File: src/rtl/lut_gate_seq_if.sv
// Serial truth-table configuration channel for lut_gate_seq.
// The master offers bits (valid/bit/abort); the slave reports ready and parity errors.
interface lut_gate_seq_if;
  logic cfg_valid;
  logic cfg_bit;
  logic cfg_abort;
  logic cfg_ready;
  logic cfg_err;

  modport master (
    output cfg_valid,
    output cfg_bit,
    output cfg_abort,
    input  cfg_ready,
    input  cfg_err
  );

  modport slave (
    input  cfg_valid,
    input  cfg_bit,
    input  cfg_abort,
    output cfg_ready,
    output cfg_err
  );
endinterface

File: src/rtl/lut_gate_seq.sv
// Runtime-reprogrammable N-input truth-table gate with a settle filter on its output.
// Optional LUT_SEQ_PARITY_EN appends an even-parity bit to each serial table load.
module lut_gate_seq #(
  parameter int unsigned              N_IN       = 3,
  parameter int unsigned              SETTLE     = 4,
  parameter logic [(1<<N_IN)-1:0]     INIT_TABLE = 8'hF0
) (
  input  logic             clk,
  input  logic             rst,
  input  logic [N_IN-1:0]  in,
  lut_gate_seq_if.slave    cfg,
  output logic             out,
  output logic             settled,
  output logic             busy
);

  localparam int unsigned TW  = 1 << N_IN;
  localparam int unsigned CW  = $clog2(SETTLE) + 1;
`ifdef LUT_SEQ_PARITY_EN
  localparam int unsigned L   = TW + 1;
`else
  localparam int unsigned L   = TW;
`endif
  localparam int unsigned BCW = $clog2(L + 1);

  typedef enum logic [1:0] {
    RUN,
    LOAD,
    COMMIT
  } state_e;

  state_e          state_q, state_d;
  logic [TW-1:0]   table_q, table_d;
  logic [N_IN-1:0] in_q, in_d;
  logic [N_IN-1:0] idx;
  logic            raw_q, raw_d;
  logic            out_q, out_d;
  logic [CW-1:0]   cnt_q, cnt_d;
  logic [L-1:0]    shadow_q, shadow_d;
  logic [BCW-1:0]  bitcnt_q, bitcnt_d;
  logic            accept;
  logic            parity_ok;

  always_ff @(posedge clk) begin
    if (rst) begin
      state_q  <= RUN;
      table_q  <= INIT_TABLE;
      in_q     <= '0;
      raw_q    <= INIT_TABLE[TW-1];
      out_q    <= INIT_TABLE[TW-1];
      cnt_q    <= '0;
      shadow_q <= '0;
      bitcnt_q <= '0;
    end else begin
      state_q  <= state_d;
      table_q  <= table_d;
      in_q     <= in_d;
      raw_q    <= raw_d;
      out_q    <= out_d;
      cnt_q    <= cnt_d;
      shadow_q <= shadow_d;
      bitcnt_q <= bitcnt_d;
    end
  end

  // Table bit TW-1-k holds the output for input k, and TW-1-k == ~k in N_IN bits.
  always_comb begin
    in_d  = in;
    idx   = ~in_q;
    raw_d = table_q[idx];
  end

  // Settle filter: out only follows raw after SETTLE consecutive disagreeing cycles.
  always_comb begin
    out_d = out_q;
    cnt_d = cnt_q;
    if (raw_q == out_q) begin
      cnt_d = '0;
    end else if (cnt_q == CW'(SETTLE - 1)) begin
      out_d = raw_q;
      cnt_d = '0;
    end else begin
      cnt_d = cnt_q + 1'b1;
    end
  end

  always_comb begin
`ifdef LUT_SEQ_PARITY_EN
    parity_ok = ~^shadow_q;
`else
    parity_ok = 1'b1;
`endif
  end

  // Next-state process for the configuration FSM and its shadow/bit counter.
  always_comb begin
    state_d  = state_q;
    table_d  = table_q;
    shadow_d = shadow_q;
    bitcnt_d = bitcnt_q;
    accept   = cfg.cfg_valid && cfg.cfg_ready;
    case (state_q)
      RUN: begin
        if (cfg.cfg_abort) begin
          shadow_d = '0;
          bitcnt_d = '0;
        end else if (accept) begin
          shadow_d = {shadow_q[L-2:0], cfg.cfg_bit};
          bitcnt_d = BCW'(1);
          state_d  = LOAD;
        end
      end
      LOAD: begin
        if (cfg.cfg_abort) begin
          shadow_d = '0;
          bitcnt_d = '0;
          state_d  = RUN;
        end else if (accept) begin
          shadow_d = {shadow_q[L-2:0], cfg.cfg_bit};
          bitcnt_d = bitcnt_q + 1'b1;
          if (bitcnt_q == BCW'(L - 1)) begin
            state_d = COMMIT;
          end
        end
      end
      COMMIT: begin
        if (parity_ok) begin
          table_d = shadow_q[L-1 -: TW];
        end
        shadow_d = '0;
        bitcnt_d = '0;
        state_d  = RUN;
      end
      default: begin
        state_d = RUN;
      end
    endcase
  end

  // Output process: ready/busy/err decode purely from state and abort.
  always_comb begin
    cfg.cfg_ready = (state_q != COMMIT) && !cfg.cfg_abort;
    cfg.cfg_err   = 1'b0;
`ifdef LUT_SEQ_PARITY_EN
    cfg.cfg_err   = (state_q == COMMIT) && !parity_ok;
`endif
    busy          = (state_q == LOAD) || (state_q == COMMIT);
    out           = out_q;
    settled       = (raw_q == out_q);
  end

endmodule

File: src/flat_wrapper.sv
// flat-port wrapper written by rule: the top's interface ports become plain ports
module lut_gate_seq_flat 
#(
  parameter int unsigned              N_IN       = 3,
  parameter int unsigned              SETTLE     = 4,
  parameter logic [(1<<N_IN)-1:0]     INIT_TABLE = 8'hF0
)
  (clk, rst, in, out, settled, busy, cfg_cfg_valid, cfg_cfg_bit, cfg_cfg_abort, cfg_cfg_ready, cfg_cfg_err);
  lut_gate_seq_if cfg_i ();
  input  logic clk;
  input  logic rst;
  input  logic [N_IN-1:0] in;
  output logic out;
  output logic settled;
  output logic busy;
  input wire logic [$bits(cfg_i.cfg_valid)-1:0] cfg_cfg_valid;
  input wire logic [$bits(cfg_i.cfg_bit)-1:0] cfg_cfg_bit;
  input wire logic [$bits(cfg_i.cfg_abort)-1:0] cfg_cfg_abort;
  output wire logic [$bits(cfg_i.cfg_ready)-1:0] cfg_cfg_ready;
  output wire logic [$bits(cfg_i.cfg_err)-1:0] cfg_cfg_err;
  assign cfg_i.cfg_valid = cfg_cfg_valid;
  assign cfg_i.cfg_bit = cfg_cfg_bit;
  assign cfg_i.cfg_abort = cfg_cfg_abort;
  assign cfg_cfg_ready = cfg_i.cfg_ready;
  assign cfg_cfg_err = cfg_i.cfg_err;
  lut_gate_seq #(.N_IN(N_IN), .SETTLE(SETTLE), .INIT_TABLE(INIT_TABLE)) u_core (.clk(clk), .rst(rst), .in(in), .cfg(cfg_i), .out(out), .settled(settled), .busy(busy));
endmodule
File: config.mk
export PLATFORM = sky130hd
export DESIGN_NAME = lut_gate_seq_flat
export DESIGN_NICKNAME = d
export VERILOG_FILES = /design/src/rtl/lut_gate_seq_if.sv /design/src/rtl/lut_gate_seq.sv /design/src/flat_wrapper.sv
export SDC_FILE = /design/constraint.sdc
export NUM_CORES = 1
export LEC_CHECK = 0
export BUFFER_PORTS_ARGS = -buffer_cell sky130_fd_sc_hd__buf_4
export CORE_MARGIN = 2
export CORE_UTILIZATION = 50
export DETAILED_ROUTE_END_ITERATION = 6
export PLACE_DENSITY_LB_ADDON = 0.08
export SYNTH_ARGS = -nofsm -noshare
export SYNTH_HDL_FRONTEND = slang
export SYNTH_SLANG_ARGS = --single-unit
File: constraint.sdc
create_clock -name clk -period 2.37 [get_ports clk]
set_input_delay 0.711 -clock clk [delete_from_list [all_inputs] [get_ports clk]]
set_output_delay 0.711 -clock clk [all_outputs]
set_load 0.02 [all_outputs]
==> results of run 1 <==
==> per-layer routing <==
metal | routed length, um | track usage [%] | vias to the layer above | part of all wire (%)
met1 | 1182 | 21.24 | 466 | 49
li1 | - | - | 508 | -
met5 | 0 | 0 | - | 0
met4 | 31 | 7.143 | 0 | 1.3
met2 | 1090 | 27.39 | 15 | 45
met3 | 91 | 4.839 | 4 | 3.8
==> power groups by stage <==
stage,sequential [uW],combinational [uW],clock [uW]
2_1_floorplan,532,84.2,0
3_3_place_gp,534,109,0
3_5_place_dp,534,112,0
4_1_cts,523,112,334
5_1_grt,524,124,357
6_report,523,111,322
==> logic make-up after synthesis <==
| group | synth area share (%) |
|---|---|
| simple gates | 22.36 |
| flops | 44.00 |
| compound gates | 13.38 |
| buf+inv | 4.216 |
| fa+ha+maj | 7.333 |
| mux | 7.791 |
| other cells | 0.2747 |
| xor+xnor | 0.6417 |
==> worst register-to-register path: stages (launching register included) <==
cell	delay, ns
dfxtp_1	0.38
inv_1	0.10
ha_1	0.29
or3b_4	0.45
nor3_4	0.22
or3_1	0.15
a21oi_2	0.05
==> cells in the final DEF, fill, tap and decap left out, drive strengths merged, types with 2 or more instances in the layout <==
cell type | synthesis | layout
nand2 | 10 | 10
nor2 | 13 | 13
mux4 | 2 | 2
o21ai | 3 | 3
dfxtp | 30 | 30
nor3 | 2 | 2
o31a | 2 | 2
nor4bb | 2 | 2
or3 | 2 | 2
inv | 6 | 6
a21oi | 11 | 11
a211o | 6 | 6
buf | 3 | 13
nand2b | 2 | 2
nor2b | 11 | 11
mux2i | 5 | 5
nand3 | 11 | 11
clkbuf | 3 | 6
ha | 8 | 8
==> stage by stage <==
step / cells / hold slack, ns
after floorplan: 140 / 0.3991
after detailed placement: 177 / 0.4203
after global routing: 185 / 0.4600
final: 185 / 0.4269
after global placement: 177 / 0.4065
after CTS: 185 / 0.4296
==> final cells by class <==
| type | instances | share of cell area [%] |
|---|---|---|
| multi-input combinational | 98 | 46.24 |
| sequential | 30 | 39.28 |
| timing repair buffer | 13 | 6.383 |
| clock buffer | 6 | 3.355 |
| tap | 30 | 2.455 |
| inverter | 6 | 1.473 |
| clock inverter | 2 | 0.8183 |
==> registers in the layout, summed over array words and instances (netlist names) <==
signal,flops
u_core.table_q,8
u_core.bitcnt_q,4
u_core.raw_q,1
u_core.out,1
u_core.cnt_q,3
u_core.shadow_q,8
u_core.state_q,2
u_core.in_q,3
==> worst max-delay path by stage <==
stage | startpoint | cells past startpoint | slack, ns | end
after floorplan | cfg_cfg_abort | 2 | 0.60 | cfg_cfg_ready
after global placement | cfg_cfg_abort | 3 | 0.56 | cfg_cfg_ready
after detailed placement | cfg_cfg_abort | 5 | 0.54 | u_core.state_q[0]
after CTS | u_core.state_q[0] | 4 | 0.25 | cfg_cfg_ready
after global routing | u_core.state_q[0] | 4 | 0.18 | cfg_cfg_ready
final | u_core.state_q[0] | 4 | 0.28 | cfg_cfg_ready
==> results.py, run 1 <==
metrics = {
    "global_routing": {
        "grt_overflow_total": 0,
        "antenna_found_initial": 0,
        "grt_pass1_wl_um": 4215,
        "grt_max_degree": 31,
        "track_usage_pct": 17.00,
        "grt_pass1_vias": 961,
    },
    "timing": {
        "rsz0062_at_grt": "no",
        "setup_viol": 0,
        "skew_ns": 0.008720,
        "finalSetupTns_ns": 0,
        "tightestPinTransition_ns": 0.4843,
        "fin_ws_ns": 0.2828,
        "slew_headroom_pct": 67.27,
        "max_freq_mhz": 479.1,
        "fin_crit_sh_pct": 88.07,
        "hold_viol": 0,
        "finalMaxSlewViolations": 0,
        "finalCriticalPeriod_ns": 2.087,
    },
    "yosys": {
        "synth_area_per_cell_um2": 9.750,
        "ys_ff_latch": 30,
        "synth_area_leaders": "dfxtp_1 (44%), ha_1 (7.3%), nor2b_1 (4.6%)",
        "netlist.area_leader.share_pct": 44.00,
        "yosysUniqueCellTypes": 33,
        "yosys_most_used_dff": "dfxtp_1",
        "async_flop_share_pct": 0,
        "syn-cell-area_um2": 1365,
        "synth_edf_count": 0,
        "yosysTopAreaCell": "dfxtp_1",
        "synth.most_common_cell": "dfxtp_1",
        "netlist_top_cells_count": "dfxtp_1 (30), nor2_1 (12), nand3_1 (11)",
        "ys_warn_count": 0,
        "synthCells": 140,
        "syn_nets": 156,
        "ys_seq_area_share_pct": 44.00,
    },
    "setup_path": {
        "path_delay_family": "flip-flops",
        "timing.rr.end": "u_core.state_q[0]",
        "cp_data_required_time_ns": 1.66,
        "cp_data_arrival_time_ns": 1.38,
        "r2r_cells": 6,
        "r2r_start": "u_core.state_q[0]",
        "startpoint_type": "flip-flop",
        "rrSetupSlack_ns": 0.61,
        "critPathKind": "reg2out",
        "path_max_fanout": 4,
        "crit_buf_inv": 2,
        "crit_slowest_cell": "dfxtp_1",
        "cp_cell_sequence": "inv_1 -> ha_1 -> nor2_4 -> buf_4",
        "crit_path_end_kind": "primary output",
        "cpPeakStageDelay_ns": 0.38,
    },
    "finish": {
        "drive_gt1_share_pct": 20.00,
        "n_antenna_cell": 0,
        "multiInputGateArea_um2": 706.9,
        "finalInstanceArea_um2": 1529,
        "register_area_um2": 600.6,
        "fillers": 240,
        "syn2layout_area_growth_pct": 12.01,
        "num-nets-final": 170,
        "fin_util_pct": 60.62,
    },
    "pwr": {
        "pwr-share-comb_pct": 11.7,
        "p_seq_share_pct": 54.7,
        "p_sw_uw": 249.6,
        "powerDensity_nw_per_um2": 625.0,
        "clockPowerShare_pct": 33.7,
        "p_int_uw": 705.9,
        "swShare_pct": 26.12,
        "fin_total_pwr_uw": 955.6,
        "power_leakage_uw": 0.0005663,
        "peakVddDrop_uv": 418.3,
    },
    "placement": {
        "place_area_um2": 1465,
        "dp_hpwl_um": 1720,
        "post-place-ws_ns": 0.5406,
        "portBuffers": 11,
        "gp_congestion": 0.7551,
    },
    "floorplan": {
        "start_util_pct": 54.12,
        "ios": 13,
        "fp.dieW_um": 56.25,
        "die_area_um2": 3164,
        "core_um2": 2522,
        "die_y_um": 56.25,
        "rows": 18,
    },
    "hold_path": {
        "min_path_type": "reg2reg",
        "hold_depth": 1,
        "hold_end": "u_core.cnt_q[0]",
        "min_from": "u_core.cnt_q[0]",
    },
    "detailed_routing": {
        "viasPerCell": 5.368,
        "initialDrtViolationCount": 17,
        "num_vias": 993,
        "wire_per_inst_um": 12.95,
        "drtAntennaViolNets": 0,
        "drt-total-wl_um": 2396,
        "drc": 0,
        "first_pass_iters": 4,
    },
    "clocking": {
        "cts_tree": "built",
        "clkTransAtPathRegs_ns": 0.09,
        "numCtsBuffers": 5,
        "clk_path_buf_depth": 2,
        "cts_resized": 0,
        "clockRootBuffer": "clkbuf_4",
        "cts_sinks": 30,
        "worstSkewPairLatency_ns": 0.32,
        "ctsHtreeMaxLevel": 2,
        "cts_hold_buf": 0,
        "cts_setup_buffers": 0,
    },
    "flow_run": {
        "drv_cap": 0,
    },
    "status": {
        "status": "finished clean",
    },
}
(Power assumes the default switching activity.)
==> inputs of run 2 (changes only) <==
--- a/config.mk
+++ b/config.mk
@@ -10,6 +10,7 @@
 export CORE_UTILIZATION = 50
 export DETAILED_ROUTE_END_ITERATION = 6
 export PLACE_DENSITY_LB_ADDON = 0.08
+export REMOVE_ABC_BUFFERS = 1
 export SYNTH_ARGS = -nofsm -noshare
 export SYNTH_HDL_FRONTEND = slang
 export SYNTH_SLANG_ARGS = --single-unit
==> run 2 against run 1 <==
  * Worst hold slack better by 0.0036 ns
  * Clock skew is 0.0070 ns lower
  * Sequential share of layout area is 0.097 points higher
  * Register-to-register slack better by 0.05 ns
  * Sequential power hardly changed
  * Clock-buffer cell count is 1 higher
  * Global-route usage is 0.15 points higher
  * Total power is 0.82% lower
  * Flip-flop and latch count stayed put
  * Via count is 0.20% higher
  * Critical path depth stayed put
  * Utilization is 0.15 points lower
  * Critical endpoint unchanged
  * Highest routed layer unchanged
==> results.py, run 2 (synthesis results as in run 1) <==
metrics = {
    "status": {
        "status": "finished clean",
    },
    "setup_path": {
        "crit_path_end_kind": "primary output",
        "startpoint_type": "flip-flop",
        "setup.worst_path.start": "u_core.state_q[0]",
        "critPathKind": "reg2out",
        "rrSetupSlack_ns": 0.66,
        "cp_data_arrival_time_ns": 1.34,
        "r2r_start": "u_core.state_q[0]",
        "path_max_fanout": 4,
        "timing.rr.end": "u_core.state_q[0]",
        "r2r_cells": 6,
        "cp_data_required_time_ns": 1.66,
    },
    "detailed_routing": {
        "num_vias": 995,
        "met3_length_um": 92,
        "wl_met1_um": 1146,
        "drc": 0,
        "met2_length_um": 1080,
        "drt-total-wl_um": 2362,
        "drtAntennaViolNets": 0,
        "first_pass_iters": 4,
        "initialDrtViolationCount": 25,
        "viasPerCell": 5.378,
        "wire_per_inst_um": 12.77,
        "dr.max_layer_used": "met4",
    },
    "clocking": {
        "clockRootBuffer": "clkbuf_4",
        "clkTransAtPathRegs_ns": 0.09,
        "ctsHtreeMaxLevel": 2,
        "cts_resized": 0,
        "worstSkewPairLatency_ns": 0.33,
        "cts_tree": "built",
        "cts_setup_buffers": 0,
        "cts_hold_buf": 0,
        "clk_path_buf_depth": 2,
        "cts_sinks": 30,
        "numCtsBuffers": 5,
    },
    "timing": {
        "hold_viol": 0,
        "finalMaxSlewViolations": 0,
        "max_freq_mhz": 486.9,
        "finalSetupTns_ns": 0,
        "setup_viol": 0,
        "hold-worst-slack_ns": 0.4305,
        "rsz0062_at_grt": "no",
        "skew_ns": 0.001711,
        "finalCriticalPeriod_ns": 2.054,
        "fin_crit_sh_pct": 86.66,
    },
    "placement": {
        "place_area_um2": 1465,
        "gp_congestion": 0.7100,
        "dp_hpwl_um": 1634,
        "portBuffers": 11,
    },
    "flow_run": {
        "drv_cap": 0,
    },
    "floorplan": {
        "rows": 18,
        "start_util_pct": 54.12,
        "ios": 13,
        "core_um2": 2522,
        "die_area_um2": 3164,
        "fp.dieW_um": 56.25,
        "die_y_um": 56.25,
    },
    "pwr": {
        "fin_total_pwr_uw": 947.7,
        "peakVddDrop_uv": 420.4,
        "power_leakage_uw": 0.0005673,
        "powerDensity_nw_per_um2": 621.3,
    },
    "finish": {
        "layout_commonest_cell": "dfxtp_1",
        "n_antenna_cell": 0,
        "drive_gt1_share_pct": 19.35,
        "num-nets-final": 170,
        "layout_common_cells": "dfxtp_1 (30), buf_4 (13), nor2_1 (12)",
        "fin_util_pct": 60.47,
        "reg.largest.list": "u_core.shadow_q x8, u_core.table_q x8, u_core.bitcnt_q x4",
        "multiInputGateArea_um2": 706.9,
        "finalInstanceArea_um2": 1525,
        "register_area_um2": 600.6,
        "syn2layout_area_growth_pct": 11.73,
        "fillers": 228,
    },
    "global_routing": {
        "antenna_found_initial": 0,
        "grt_pass1_wl_um": 4195,
        "track_usage_pct": 17.15,
        "grt_overflow_total": 0,
        "grt_pass1_vias": 954,
        "grt_max_degree": 31,
    },
    "hold_path": {
        "hold_end": "u_core.cnt_q[0]",
        "min_path_type": "reg2reg",
        "min_from": "u_core.cnt_q[0]",
        "hold_depth": 1,
    },
}
==> run 2: worst max-delay path by stage <==
| stage | endpoint | slack (ns) | cells past startpoint |
|---|---|---|---|
| finish | cfg_cfg_ready | 0.32 | 4 |
| global route | cfg_cfg_ready | 0.17 | 4 |
| detailed placement | u_core.bitcnt_q[2] | 0.53 | 5 |
| floorplan | cfg_cfg_ready | 0.54 | 3 |
| CTS | cfg_cfg_ready | 0.30 | 4 |
| global placement | u_core.state_q[0] | 0.56 | 5 |
==> run 2: through the flow <==
step	std cells	setup slack [ns]
after floorplan	134	0.5422
after global placement	177	0.5557
after detailed placement	177	0.5340
after CTS	185	0.3009
after global routing	185	0.1743
final	185	0.3161
==> run 2: where the power goes <==
group          switching [uW]  internal, uW  total, uW
logic                    61.2          49.1        110
clock network             172           143        315
registers                7.89           514        522
==> run 2: area by class of cell <==
cell class,instances,share of cell area (%)
Clock buffer,7,3.610
Tap cell,30,2.461
Sequential cell,30,39.38
Multi-Input combinational cell,98,46.35
Clock inverter,1,0.3281
Timing Repair Buffer,13,6.399
Inverter,6,1.477
==> run 2: metal layers <==
layer / up-vias / global-route usage (%)
met2: 11 / 26.05
met4: 0 / 7.143
li1: 508 / -
met1: 469 / 21.56
met3: 7 / 6.912
met5: - / 0
==> run 2: critical path, stage by stage, from the launching register on <==
cell and delay, ns:
dfxtp_1 0.36, inv_1 0.09, ha_1 0.28, nor2_4 0.13, buf_4 0.14
==> inputs of run 3 (changes only) <==
--- a/config.mk
+++ b/config.mk
@@ -6,9 +6,10 @@
 export NUM_CORES = 1
 export LEC_CHECK = 0
 export BUFFER_PORTS_ARGS = -buffer_cell sky130_fd_sc_hd__buf_4
-export CORE_MARGIN = 2
+export CORE_MARGIN = 3
 export CORE_UTILIZATION = 50
 export DETAILED_ROUTE_END_ITERATION = 6
+export GPL_ROUTABILITY_DRIVEN = 1
 export PLACE_DENSITY_LB_ADDON = 0.08
 export REMOVE_ABC_BUFFERS = 1
 export SYNTH_ARGS = -nofsm -noshare
==> run 3 against run 2 <==
  * Via count fell by 0.50%
  * Cell count did not move
  * Critical path depth did not move
  * Total power rose by 0.24%
  * Clock skew rose by 0.0048 ns
  * Clock-buffer cell count fell by 1
  * Wire length fell by 3.1%
  * Critical path type unchanged
  * Critical endpoint unchanged
==> results.py, run 3 (synthesis results as in run 1) <==
metrics = {
    "pwr": {
        "p_int_uw": 705.8,
        "pwr-share-comb_pct": 11.6,
        "swShare_pct": 25.71,
        "p_sw_uw": 244.2,
        "p_seq_share_pct": 54.9,
        "power_leakage_uw": 0.0005663,
        "peakVddDrop_uv": 459.6,
        "clockPowerShare_pct": 33.5,
        "powerDensity_nw_per_um2": 621.3,
    },
    "finish": {
        "layout_common_cells": "dfxtp_1 (30), buf_4 (13), nor2_1 (12)",
        "num-nets-final": 170,
        "n_antenna_cell": 0,
        "drive_gt1_share_pct": 20.00,
        "reg.largest.list": "u_core.shadow_q x8, u_core.table_q x8, u_core.bitcnt_q x4",
        "fin_util_pct": 60.08,
        "syn2layout_area_growth_pct": 12.01,
        "layout_commonest_cell": "dfxtp_1",
    },
    "timing": {
        "fin_crit_sh_pct": 86.85,
        "setup_viol": 0,
        "finalMaxSlewViolations": 0,
        "rsz0062_at_grt": "no",
        "hold_viol": 0,
        "max_freq_mhz": 485.8,
        "finalSetupTns_ns": 0,
        "skew_ns": 0.006522,
        "finalCriticalPeriod_ns": 2.058,
    },
    "global_routing": {
        "antenna_found_initial": 0,
        "grt_max_degree": 31,
        "grt_pass1_wl_um": 3974,
        "track_usage_pct": 15.77,
        "grt_pass1_vias": 925,
        "grt_overflow_total": 0,
    },
    "detailed_routing": {
        "wire_per_inst_um": 12.37,
        "drt-total-wl_um": 2288,
        "drtAntennaViolNets": 0,
        "viasPerCell": 5.351,
        "num_vias": 990,
        "drc": 0,
        "first_pass_iters": 4,
        "initialDrtViolationCount": 15,
    },
    "setup_path": {
        "cp_data_arrival_time_ns": 1.35,
        "cp_data_required_time_ns": 1.66,
        "startpoint_type": "flip-flop",
        "cpPeakStageDelay_ns": 0.37,
        "critPathKind": "reg2out",
        "crit_slowest_cell": "dfxtp_1",
        "path_max_fanout": 4,
        "crit_path_end_kind": "primary output",
        "cp_cell_sequence": "inv_1 -> ha_1 -> nor2_4 -> buf_4",
        "rrSetupSlack_ns": 0.65,
    },
    "floorplan": {
        "core_um2": 2545,
        "die_area_um2": 3393,
        "ios": 13,
        "rows": 18,
        "die_y_um": 58.25,
        "fp.dieW_um": 58.25,
        "start_util_pct": 53.64,
    },
    "clocking": {
        "clk_path_buf_depth": 2,
        "cts_tree": "built",
        "ctsHtreeMaxLevel": 2,
        "clkTransAtPathRegs_ns": 0.09,
        "cts_sinks": 30,
        "clockRootBuffer": "clkbuf_4",
        "numCtsBuffers": 5,
        "cts_resized": 0,
        "cts_setup_buffers": 0,
        "worstSkewPairLatency_ns": 0.33,
        "cts_hold_buf": 0,
    },
    "status": {
        "status": "finished clean",
    },
    "placement": {
        "portBuffers": 11,
        "dp_hpwl_um": 1692,
        "gp_congestion": 0.7508,
    },
    "flow_run": {
        "drv_cap": 0,
    },
    "hold_path": {
        "min_path_type": "reg2reg",
    },
}
[run 3: cell count changes in the layout (fill, tap and decap cells not counted)]
| cell | delta |
|---|---|
| clkbuf_1 | -1 |
| clkinvlp_4 | +1 |
[run 3: worst paths after layout]
check / from / to / cells after the start
setup / recovery: u_core.state_q[0] / cfg_cfg_ready / 4
setup reg to reg: u_core.state_q[0] / u_core.state_q[0] / 6
hold / removal: u_core.cnt_q[0] / u_core.cnt_q[0] / 1
hold reg to reg: u_core.cnt_q[0] / u_core.cnt_q[0] / 1
[run 3: area by class of cell]
cell class | instances | area, um2
inverter | 6 | 22.52
fill | 235 | 1016
clock buffer | 6 | 51.30
sequential | 30 | 600.6
clock inverter | 2 | 12.51
tap | 30 | 37.54
multi-input combinational | 98 | 706.9
timing repair buffer | 13 | 97.59
[run 3: routing by layer]
layer / global-route usage, % / wire length [um] / vias up
li1: - / - / 512
met1: 18.56 / 1082 / 460
met2: 25.48 / 1062 / 12
met3: 6.682 / 107 / 6
met4: 5.960 / 36 / 0
met5: 0 / 0 / -
[run 3: power by group through the flow]
stage | clock network (uW) | logic, uW | registers (uW)
3_3_place_gp | 0 | 108 | 533
5_1_grt | 357 | 122 | 524
4_1_cts | 332 | 111 | 522
2_1_floorplan | 0 | 73.2 | 532
3_5_place_dp | 0 | 110 | 534
6_report | 318 | 110 | 522
[run 3: critical path: cells and delay by family (launching register included)]
kind | cells | cell delay (ns)
DFF | 1 | 0.37
adders and majority gates | 1 | 0.28
buffers and inverters | 2 | 0.23
and+or+nand+nor | 1 | 0.14
[run 3: stage by stage]
step | hold slack, ns | setup WS [ns] | instances | instance area (um2) | total power (uW)
2_1_floorplan | 0.3991 | 0.5422 | 134 | 1330 | 605.2
3_3_place_gp | 0.4075 | 0.5576 | 177 | 1465 | 641.3
3_5_place_dp | 0.4222 | 0.5295 | 177 | 1465 | 644.3
4_1_cts | 0.4355 | 0.2889 | 185 | 1529 | 964.8
5_1_grt | 0.4536 | 0.1974 | 185 | 1529 | 1003
6_report | 0.4288 | 0.3116 | 185 | 1529 | 950.0
